--- src/rtl/log2_if.sv ---
// Request/result bundle for the iterative base-2 logarithm unit.
// The master side issues start/din; the slave side returns busy/done/err and the result.
interface log2_if #(
  parameter int DIN_W  = 41,
  parameter int FRAC_W = 8
);
  logic              start;
  logic [DIN_W-1:0]  din;
  logic              busy;
  logic              done;
  logic              err;
  logic [5:0]        int_part;
  logic [FRAC_W-1:0] frac_part;

  modport master (
    output start, din,
    input  busy, done, err, int_part, frac_part
  );

  modport slave (
    input  start, din,
    output busy, done, err, int_part, frac_part
  );
endinterface

--- src/rtl/log2_calc.sv ---
// Iterative fixed-point log2: leading-one normalise, then one squaring step per fractional bit.
// Optional macro LOG2_ROUND_EN computes one guard bit and rounds half up with saturation.
module log2_calc #(
  parameter int DIN_W  = 41,
  parameter int FRAC_W = 8,
  parameter int M_W    = 16
) (
  input  logic   clk,
  input  logic   reset,
  log2_if.slave  bus
);

`ifdef LOG2_ROUND_EN
  localparam int FRAC_BITS = FRAC_W + 1;
`else
  localparam int FRAC_BITS = FRAC_W;
`endif
  localparam int          PT_W    = M_W + 1;
  localparam logic [5:0]  CNT_TOP = 6'(DIN_W - 1);
  localparam logic [3:0]  K_LAST  = 4'(FRAC_BITS - 1);

  typedef enum logic [1:0] {
    IDLE = 2'd0,
    NORM = 2'd1,
    FRAC = 2'd2,
    DONE = 2'd3
  } state_t;

  state_t                 state_r, state_s;
  logic [DIN_W-1:0]       x_r;
  logic [5:0]             cnt_r;
  logic [M_W-1:0]         m_r;
  logic [3:0]             k_r;
  logic [FRAC_BITS-1:0]   acc_r;
  logic                   busy_r, done_r, err_r;
  logic [5:0]             int_r;
  logic [FRAC_W-1:0]      frac_r;

  logic [PT_W-1:0]        p_top_s;
  logic [M_W-1:0]         m_next_s;
  logic [FRAC_BITS-1:0]   acc_s;
  logic [FRAC_W-1:0]      frac_final_s;
  logic                   din_zero_s;

`ifdef LOG2_ROUND_EN
  // Add the guard bit to the truncated fraction; all-ones stays all-ones (no carry into the integer part).
  function automatic logic [FRAC_W-1:0] round_sat(input logic [FRAC_W:0] a);
    logic [FRAC_W:0] sum;
    sum = {1'b0, a[FRAC_W:1]} + {{FRAC_W{1'b0}}, a[0]};
    if (sum[FRAC_W]) begin
      return a[FRAC_W:1];
    end else begin
      return sum[FRAC_W-1:0];
    end
  endfunction
`endif

  // Square of the 1.15 mantissa keeps only bits [31:15] of the 2.30 product.
  assign p_top_s    = PT_W'(({{M_W{1'b0}}, m_r} * {{M_W{1'b0}}, m_r}) >> (M_W - 1));
  assign din_zero_s = (bus.din == {DIN_W{1'b0}});

  // Squaring step: renormalise the product and shift the new bit into the accumulator.
  always_comb begin
    m_next_s = p_top_s[M_W-1:0];
    acc_s    = acc_r << 1;
    if (p_top_s[PT_W-1]) begin
      m_next_s = p_top_s[PT_W-1:1];
      acc_s[0] = 1'b1;
    end else begin
      m_next_s = p_top_s[M_W-1:0];
      acc_s[0] = 1'b0;
    end
`ifdef LOG2_ROUND_EN
    frac_final_s = round_sat(acc_s);
`else
    frac_final_s = acc_s;
`endif
  end

  // State register.
  always_ff @(posedge clk) begin
    if (reset) begin
      state_r <= IDLE;
    end else begin
      state_r <= state_s;
    end
  end

  // Next-state decode.
  always_comb begin
    state_s = state_r;
    case (state_r)
      IDLE: begin
        if (bus.start) begin
          state_s = din_zero_s ? DONE : NORM;
        end else begin
          state_s = IDLE;
        end
      end
      NORM: begin
        if (x_r[DIN_W-1]) begin
          state_s = FRAC;
        end else begin
          state_s = NORM;
        end
      end
      FRAC: begin
        if (k_r == K_LAST) begin
          state_s = DONE;
        end else begin
          state_s = FRAC;
        end
      end
      DONE:    state_s = IDLE;
      default: state_s = IDLE;
    endcase
  end

  // Datapath and registered outputs; results hold until the next accepted start.
  always_ff @(posedge clk) begin
    if (reset) begin
      x_r    <= {DIN_W{1'b0}};
      cnt_r  <= 6'd0;
      m_r    <= {M_W{1'b0}};
      k_r    <= 4'd0;
      acc_r  <= {FRAC_BITS{1'b0}};
      busy_r <= 1'b0;
      done_r <= 1'b0;
      err_r  <= 1'b0;
      int_r  <= 6'd0;
      frac_r <= {FRAC_W{1'b0}};
    end else begin
      busy_r <= (state_s != IDLE);
      done_r <= (state_s == DONE);
      case (state_r)
        IDLE: begin
          if (bus.start && din_zero_s) begin
            err_r  <= 1'b1;
            int_r  <= 6'd0;
            frac_r <= {FRAC_W{1'b0}};
          end else if (bus.start) begin
            err_r  <= 1'b0;
            x_r    <= bus.din;
            cnt_r  <= CNT_TOP;
          end
        end
        NORM: begin
          if (x_r[DIN_W-1]) begin
            int_r <= cnt_r;
            m_r   <= x_r[DIN_W-1 -: M_W];
            k_r   <= 4'd0;
            acc_r <= {FRAC_BITS{1'b0}};
          end else begin
            x_r   <= x_r << 1;
            cnt_r <= cnt_r - 6'd1;
          end
        end
        FRAC: begin
          m_r   <= m_next_s;
          acc_r <= acc_s;
          k_r   <= k_r + 4'd1;
          if (k_r == K_LAST) begin
            frac_r <= frac_final_s;
          end
        end
        default: begin
        end
      endcase
    end
  end

  assign bus.busy      = busy_r;
  assign bus.done      = done_r;
  assign bus.err       = err_r;
  assign bus.int_part  = int_r;
  assign bus.frac_part = frac_r;

endmodule

--- src/flat_wrapper.sv ---
// flat-port wrapper written by rule: the top's interface ports become plain ports
module log2_calc_flat 
#(
  parameter int DIN_W  = 41,
  parameter int FRAC_W = 8,
  parameter int M_W    = 16
)
  (clk, reset, bus_start, bus_din, bus_busy, bus_done, bus_err, bus_int_part, bus_frac_part);
  log2_if #(.DIN_W(DIN_W), .FRAC_W(FRAC_W)) bus_i ();
  input  logic clk;
  input  logic reset;
  input wire logic [$bits(bus_i.start)-1:0] bus_start;
  input wire logic [$bits(bus_i.din)-1:0] bus_din;
  output wire logic [$bits(bus_i.busy)-1:0] bus_busy;
  output wire logic [$bits(bus_i.done)-1:0] bus_done;
  output wire logic [$bits(bus_i.err)-1:0] bus_err;
  output wire logic [$bits(bus_i.int_part)-1:0] bus_int_part;
  output wire logic [$bits(bus_i.frac_part)-1:0] bus_frac_part;
  assign bus_i.start = bus_start;
  assign bus_i.din = bus_din;
  assign bus_busy = bus_i.busy;
  assign bus_done = bus_i.done;
  assign bus_err = bus_i.err;
  assign bus_int_part = bus_i.int_part;
  assign bus_frac_part = bus_i.frac_part;
  log2_calc #(.DIN_W(DIN_W), .FRAC_W(FRAC_W), .M_W(M_W)) u_core (.clk(clk), .reset(reset), .bus(bus_i));
endmodule
--- config.mk ---
export PLATFORM = sky130hd
export DESIGN_NAME = log2_calc_flat
export DESIGN_NICKNAME = d
export VERILOG_FILES = /design/src/rtl/log2_if.sv /design/src/rtl/log2_calc.sv /design/src/flat_wrapper.sv
export SDC_FILE = /design/constraint.sdc
export NUM_CORES = 1
export LEC_CHECK = 0
export CORE_AREA = 2 2 148 150
export CTS_CLUSTER_SIZE = 14
export DETAILED_ROUTE_END_ITERATION = 6
export DIE_AREA = 0 0 150 152
export HOLD_SLACK_MARGIN = 0.05
export PLACE_DENSITY_LB_ADDON = 0.3
export SKIP_LAST_GASP = 1
export SLEW_MARGIN = 20
export SYNTH_ARGS = -nofsm -noshare
export SYNTH_HDL_FRONTEND = slang
export SYNTH_SLANG_ARGS = --single-unit
--- constraint.sdc ---
create_clock -name clk -period 7.4 [get_ports clk]
set_clock_uncertainty 0.05 [all_clocks]
set_input_delay 1.11 -clock clk [delete_from_list [all_inputs] [get_ports clk]]
set_output_delay 1.11 -clock clk [all_outputs]
set_load 0.02 [all_outputs]
### Word level (Yosys, flattened, before mapping)

Cells that the tools add are included.

* input bits: 44
* logic and storage cells: 69
* register bits: 93

* muxes and demuxes: 29
* $mul: 1
* reduce and logical (&&, ||, !) cells: 14
* equality and inequality tests: 11
* add/sub/neg operators: 2

Operators with widths (count)
* $mux 41: 3
* $pmux 41 s2: 1
* $logic_not 41->1: 1
* $mul 16x16->32: 1
* $mux 16: 2
* $pmux 16 s2: 1
* $mux 6: 5
* $pmux 6 s2: 2
* $mux 8: 2
* $pmux 8 s2: 1
* $pmux 7 s2: 1
* $reduce_bool 2->1: 5
* $reduce_and 3->1: 3
* $pmux 2 s4: 1
* $pmux 4 s2: 1
* $mux 7: 1
* $eq 2x2->1 const B: 3
* $mux 2: 3
* $ne 2x1->1 const B: 3
* $ne 2x2->1 const B: 3
* $sub 6x1->6 const B: 1
* $add 4x1->4 const B: 1
* $eq 4x3->1 const B: 1
* $mux 1: 4
* 6 further kinds: 7

### Longest topological paths before layout

Gate-level depths: netlist of the first run.

* depth in word-level cells: 5
* mapped depth: 25
* depth with buffers taken out: 23

### Worst setup path after synthesis of the first run

Ideal clock, no wire load.

* path type: reg2reg
* start point: register u_core.m_r[4]
* end point: register u_core.m_r[14]
* data arrival time: 6138 ps
* data required time: 7255 ps
* clock period less this slack: 6284 ps
* cell stages (with the launch flop): 23
* path slack: 1116 ps
* cells stage by stage: dfxtp_1 > clkbuf_1 > clkbuf_1 > nand2_1 > fa_1 > inv_1 > fa_1 > fa_1 > fa_1 > fa_1 > inv_1 > fa_1 > inv_1 > ha_1 > buf_6 > a21o_1 > a221o_1 > o21a_1 > a211oi_1 > o41ai_2 > xnor2_1 > or2_1 > a221oi_1

* word-level cells in the longest chain between the ends: 3

RTL lines
* start: declaration: line log2_calc.sv:32 `logic [M_W-1:0] m_r;`
* start signal: assignment: line log2_calc.sv:124 `m_r <= {M_W{1'b0}};`
* start signal: assignment: line log2_calc.sv:150 `m_r <= x_r[DIN_W-1 -: M_W];`
* start signal: assignment: line log2_calc.sv:159 `m_r <= m_next_s;`
* $mul 16x16->32: line log2_calc.sv:59 `assign p_top_s = PT_W'(({{M_W{1'b0}}, m_r} * {{M_W{1'b0}}, m_r}) >> (M_W - 1));`
* $mux 16: line log2_calc.sv:66 `if (p_top_s[PT_W-1]) begin`
* $pmux 16 s2: line log2_calc.sv:135 `case (state_r)`

No other way between the ends.
A chain may end at the register's enable or synchronous reset.

### Worst setup path in the final report of the first run

* start point: register u_core.m_r[3]
* end point: register u_core.m_r[0]

The elaborated chain is that of the path after synthesis.

==> results.md, run 1 <==
- Outcome: finished clean
- I/O Buffers: 60
- Seq/Total Area, Yosys: 0.162
- Async set-reset flop share out of synthesis: 0
- Final Setup Violations: 0
- Hpwl dp: 21.2 mm
- Num CTS Buffers: 9
- Syn_nets: 1643
- Total chip power: 1.40 mW
- Primary FF master, synth: dfxtp_1
- Leading area contributor after synthesis: fa_1
- DRT iter0 DRCs: 629
- Final Worst Setup Slack: 0.410 ns
- Critical path fanouts, max: 14
- Clk sink count: 93
- Post-CTS setup buffer count: 0
- R2r setup slk: 0.41 ns
- Routed wire length: 27.0 mm
- Most frequent cell after synthesis: inv_1
- Initial cell density of the core: 0.537
- Area contributors post-synth: fa_1, dfxtp_1, ha_1, inv_1, nand2_1
- CTS resizes: 0
- Routed Antenna Nets: 0
- Gate count after technology mapping: 1339
- Max-Cap Viols: 0
- Die footprint: 22800 sq um
- H-Tree Depth: 3
- Largest net degree at the start of global routing: 94
- Nets@finish: 1666
- CP arrival: 7.13 ns
- Clk Latency, worst-skew pair: 0.34 ns
- Netlist cell types: 69
- Grt total ovfl: 0
- Fin Hold WS: 0.404 ns
- Final Core Density: 0.590
- Max-slew headroom: 0.328
- Via-per-instance ratio: 5.53
- Worst-case vdd ir drop: 0.145 mV
- Hold Vio Cnt, Final: 0
- HP Class: flop to flop
- Crit path kind: flop to flop
- Synth Cell Area: 11500 sq um
- Filler instances: 1908
- Drt drc: 0
- Hold-fix buffers at CTS: 0
- Overall routing resource usage: 0.245
- Core area: 21400 sq um
- Minimum clock period: 6.99 ns
- Pre-CTS setup slack: 0.555 ns
- RSZ-0062 raised after global routing: no
- Initial antenna violation count: 1
- TNS Setup: 0 ns
- Routability cong.: 0.918
- Register clock-pin slew on the reported worst setup and hold paths: 0.06 ns
- Crit path launch type: flop
- Synth Warn #: 0
- Die Span Y: 152 um
- Fmax: 0.143 GHz
- Final Cycle Share: 0.945
- First-pass GRT wire length: 45.4 mm
- EDFF count, synth: 0
- Die Wd: 150 um
- Area share of the largest cell type after synthesis: 0.281
- Leak: 6.39 nW
- Crit. End Element: flop
- Slew of the pin with the lowest slew margin: 1.00 ns
- Required @ worst endpoint: 7.54 ns
- Syn Area/Cell: 8.56 sq um
- Pwr/cell area: 111 nW/um^2
- #FFs+latches synth: 93
- Per-cell routed wire length: 16.4 um
- Root Buffer: clkbuf_16
- Max-slew violations: 0
- Clk buf depth: 2
- Number of global-route vias before repair: 9310
- DRT Pass-1 Iters: 5
- Num ports: 61
- TritonCTS clock tree: done
- Via count: 9106
- Share of layout cells above drive strength 1: 0.0490
- Area growth syn-to-layout: 9.79%
- FP Rows: 54
- Top post-synthesis cells by count: inv_1, fa_1, nand2_1
[placed cells by master (no fill, tap or decap), drive strengths merged, types with 12 or more instances in the layout]
cell type,n
inv,255
fa,161
nand2,122
ha,99
dfxtp,93
nor2,92
a21oi,87
clkdlybuf4s50,59
a211oi,51
and3,48
and2,39
buf,24
nand3,22
xnor2,21
a22oi,15
nor3,15
o21ai,14
xor2,12
[per-stage QoR]
stage          instances  area, sq um
5_1_grt             1647        12600
6_report            1648        12600
4_1_cts             1647        12600
3_5_place_dp        1631        12300
3_3_place_gp        1631        12300
2_1_floorplan       1339        11500
[area by class of cell]
| type | count | area [sq um] | area share |
|---|---|---|---|
| Sequential cell | 93 | 1860 | 0.148 |
| Multi-Input combinational cell | 921 | 8350 | 0.663 |
| Inverter | 254 | 953 | 0.0757 |
| Tap cell | 280 | 350 | 0.0278 |
| Clock inverter | 5 | 58.8 | 0.00467 |
| Clock buffer | 11 | 243 | 0.0193 |
| Timing Repair Buffer | 83 | 768 | 0.0610 |
| Antenna cell | 1 | 2.50 | 0.000199 |
[where the power goes]
group          leakage [nW]  switching (mW)  internal [mW]
clock network         0.142           0.195          0.272
registers             0.762          0.0513          0.544
logic                  5.48           0.199          0.138
[worst max-delay path, stage by stage (launching register included)]
cell and delay [ns]:
dfxtp_1 0.71, inv_1 0.31, nor2_1 0.31, ha_1 0.31, xor2_1 0.19, fa_1 0.54, inv_1 0.06, fa_1 0.50
fa_1 0.49, fa_1 0.52, inv_1 0.05, fa_1 0.48, inv_1 0.05, ha_1 0.40, a21o_1 0.20, a21oi_1 0.19
o31ai_1 0.10, o211ai_1 0.30, nand2_2 0.14, xor2_4 0.36, buf_4 0.27, mux2i_1 0.21, o22ai_1 0.10
[kinds of logic (layout without fill, tap and decap cells)]
kind of cell | after synthesis | count (layout) | synth area share
compound gates | 231 | 231 | 0.136
xor+xnor | 33 | 33 | 0.0268
fa+ha+maj | 260 | 260 | 0.389
buf+inv | 325 | 353 | 0.110
flops | 93 | 93 | 0.162
mux | 15 | 15 | 0.0143
other cells | 0 | 1 | 0
simple gates | 382 | 382 | 0.161
[layer usage]
metal	share of wire	wire, um	up-vias	global-route usage
li1	-	-	4390	-
met1	0.44	11800	4459	0.332
met2	0.50	13500	221	0.415
met3	0.046	1240	36	0.0342
met4	0.020	530	0	0.0548
met5	0	0	-	0
[registers in the layout, summed over array words and instances (netlist names)]
signal,cells
u_core.x_r,41
u_core.bus.done,1
u_core.state_r,2
u_core.bus.err,1
u_core.acc_r,7
u_core.cnt_r,6
u_core.bus.busy,1
u_core.bus.int_part,6
u_core.bus.frac_part,8
u_core.m_r,16
u_core.k_r,4
[worst paths after layout]
| check | startpoint | end | depth (start not counted) |
|---|---|---|---|
| worst min-delay path | u_core.bus.int_part[0]$_SDFFE_PP0P_ | u_core.bus.int_part[0]$_SDFFE_PP0P_ | 2 |
| worst max register to register | u_core.m_r[3]$_SDFFE_PP0P_ | u_core.m_r[0]$_SDFFE_PP0P_ | 22 |
| worst min register to register | u_core.bus.int_part[0]$_SDFFE_PP0P_ | u_core.bus.int_part[0]$_SDFFE_PP0P_ | 2 |
| worst max-delay path | u_core.m_r[3]$_SDFFE_PP0P_ | u_core.m_r[0]$_SDFFE_PP0P_ | 22 |
No activity file was read; power rests on OpenSTA's default activity.
==> run 2, diff against run 1 <==
Settings changed: CORE_AREA 2 2 148 150 to 2 2 113 197, DIE_AREA 0 0 150 152 to 0 0 115 199, REMOVE_ABC_BUFFERS from default to 1.
==> results.md, run 2 (synthesized netlist as in run 1, its figures left out) <==
- Outcome: finished clean
- TritonCTS clock tree: done
- Crit. End Element: flop
- First-pass GRT wire length: 48.0 mm
- Initial antenna violation count: 0
- Final Cycle Share: 0.944
- Crit path launch type: flop
- Critical path fanouts, max: 15
- Num ports: 61
- Routability cong.: 1.03
- Antenna Cells: 0
- Crit path top cell by count: inv_1
- Die Span Y: 199 um
- Clk buf depth: 2
- Nets@finish: 1665
- CP arrival: 7.13 ns
- Num CTS Buffers: 9
- Max reg flops: 41
- Number of global-route vias before repair: 9758
- Final Core Density: 0.588
- DRT iter0 DRCs: 459
- Commonest non-fill, non-tap cell in the layout: inv_1
- Drt drc: 0
- I/O Buffers: 60
- Worst-case vdd ir drop: 0.162 mV
- Filler instances: 1898
- Core area: 21300 sq um
- CP cell instances: inv_1 -> nor2_1 -> fa_1 -> inv_1 -> fa_1 -> inv_1 -> fa_1 -> inv_1 -> fa_1 -> inv_1 -> fa_1 -> inv_1 -> fa_1 -> inv_1 -> ha_1 -> and3_1 -> a31oi_1 -> o2111ai_2 -> a31oi_4 -> nand2_2 -> xor2_4 -> buf_4 -> mux2i_1 -> o22ai_1
- Overall routing resource usage: 0.267
- Die footprint: 22900 sq um
- Pwr/cell area: 111 nW/um^2
- Worst path max stage delay: 0.72 ns
- Clk sink count: 93
- FP Rows: 71
- HP Class: flop to flop
- Max-slew violations: 0
- Via-per-instance ratio: 5.74
- Most flops, register: u_core.x_r
- DRT Pass-1 Iters: 5
- Largest net degree at the start of global routing: 84
- H-Tree Depth: 3
- Hpwl dp: 23.4 mm
- Via count: 9298
- Total buffers and inverters traversed by the critical path: 8
- Max-slew headroom: 0.343
- TNS Setup: 0 ns
- Per-cell routed wire length: 18.0 um
- Minimum clock period: 6.99 ns
- Area growth syn-to-layout: 9.32%
- Required @ worst endpoint: 7.54 ns
- Crit path kind: flop to flop
- RSZ-0062 raised after global routing: no
- Die Wd: 115 um
- Max stage delay cell, worst path: dfxtp_1
- Routed Antenna Nets: 0
- Initial cell density of the core: 0.538
- Max-Cap Viols: 0
- Top Family by Delay on Critical Path: adder cells
- Root Buffer: clkbuf_16
- Clk Latency, worst-skew pair: 0.34 ns
- Leak: 6.38 nW
- Grt total ovfl: 0
- Slew of the pin with the lowest slew margin: 0.985 ns
- Register clock-pin slew on the reported worst setup and hold paths: 0.07 ns
- Final Setup Violations: 0
- Post-CTS setup buffer count: 0
- Share of layout cells above drive strength 1: 0.0490
- Most frequent cells in the layout: inv_1, fa_1, nand2_1, ha_1, dfxtp_1
- Hold-fix buffers at CTS: 0
- Routed wire length: 29.1 mm
- Hold Vio Cnt, Final: 0
- CTS resizes: 0
- Fmax: 0.143 GHz
run 2: cell type report:
class / count / area [sq um] / share of cell area
timing repair buffer: 82 / 761 / 0.0607
tap: 255 / 319 / 0.0254
inverter: 254 / 953 / 0.0760
clock buffer: 9 / 225 / 0.0180
sequential: 93 / 1860 / 0.149
clock inverter: 7 / 63.8 / 0.00509
multi-input combinational: 921 / 8350 / 0.666
run 2: worst register-to-register path: cells and delay by family (launching register included):
family                   cells  cell delay, ns
AO/OA/AOI/OAI                4            0.95
XOR/XNOR                     1            0.40
adder cells (fa/ha/maj)      7            3.03
buffers and inverters        8            0.85
flip-flops                   1            0.72
multiplexers                 1            0.25
AND/OR/NAND/NOR              3            0.62
run 2: where the power goes:
part           internal (mW)  leakage [nW]  switching [mW]  total, mW
clock network          0.236         0.136           0.215      0.450
logic                  0.139          5.48           0.210      0.349
registers              0.543         0.762          0.0468      0.590
total                  0.918          6.38           0.472       1.39
run 2: through the flow:
step	power (mW)	setup WS [ns]	area [sq um]	hold WS, ns	cells
final	1.39	0.412	12500	0.407	1621
after global placement	0.938	0.711	12200	0.394	1605
after global routing	1.47	0.0378	12500	0.430	1621
after floorplan	0.808	1.13	11200	0.392	1268
after detailed placement	0.945	0.537	12200	0.395	1605
after CTS	1.40	0.511	12500	0.413	1621
run 2: worst paths after layout:
path                                                      startpoint                              endpoint  slack [ns]  depth (start not counted)
worst max register to register            u_core.m_r[1]$_SDFFE_PP0P_            u_core.m_r[5]$_SDFFE_PP0P_        0.41                         24
worst min register to register  u_core.bus.frac_part[6]$_SDFFE_PP0P_  u_core.bus.frac_part[6]$_SDFFE_PP0P_        0.41                          2
worst min-delay path            u_core.bus.frac_part[6]$_SDFFE_PP0P_  u_core.bus.frac_part[6]$_SDFFE_PP0P_        0.41                          2
worst max-delay path                      u_core.m_r[1]$_SDFFE_PP0P_            u_core.m_r[5]$_SDFFE_PP0P_        0.41                         24
run 2: per-layer routing:
layer | GRT usage | up-vias | routed length [um]
met5 | 0 | - | 0
met4 | 0.163 | 0 | 2030
met3 | 0.0253 | 122 | 963
met2 | 0.490 | 254 | 15600
met1 | 0.291 | 4526 | 10500
li1 | - | 4396 | -
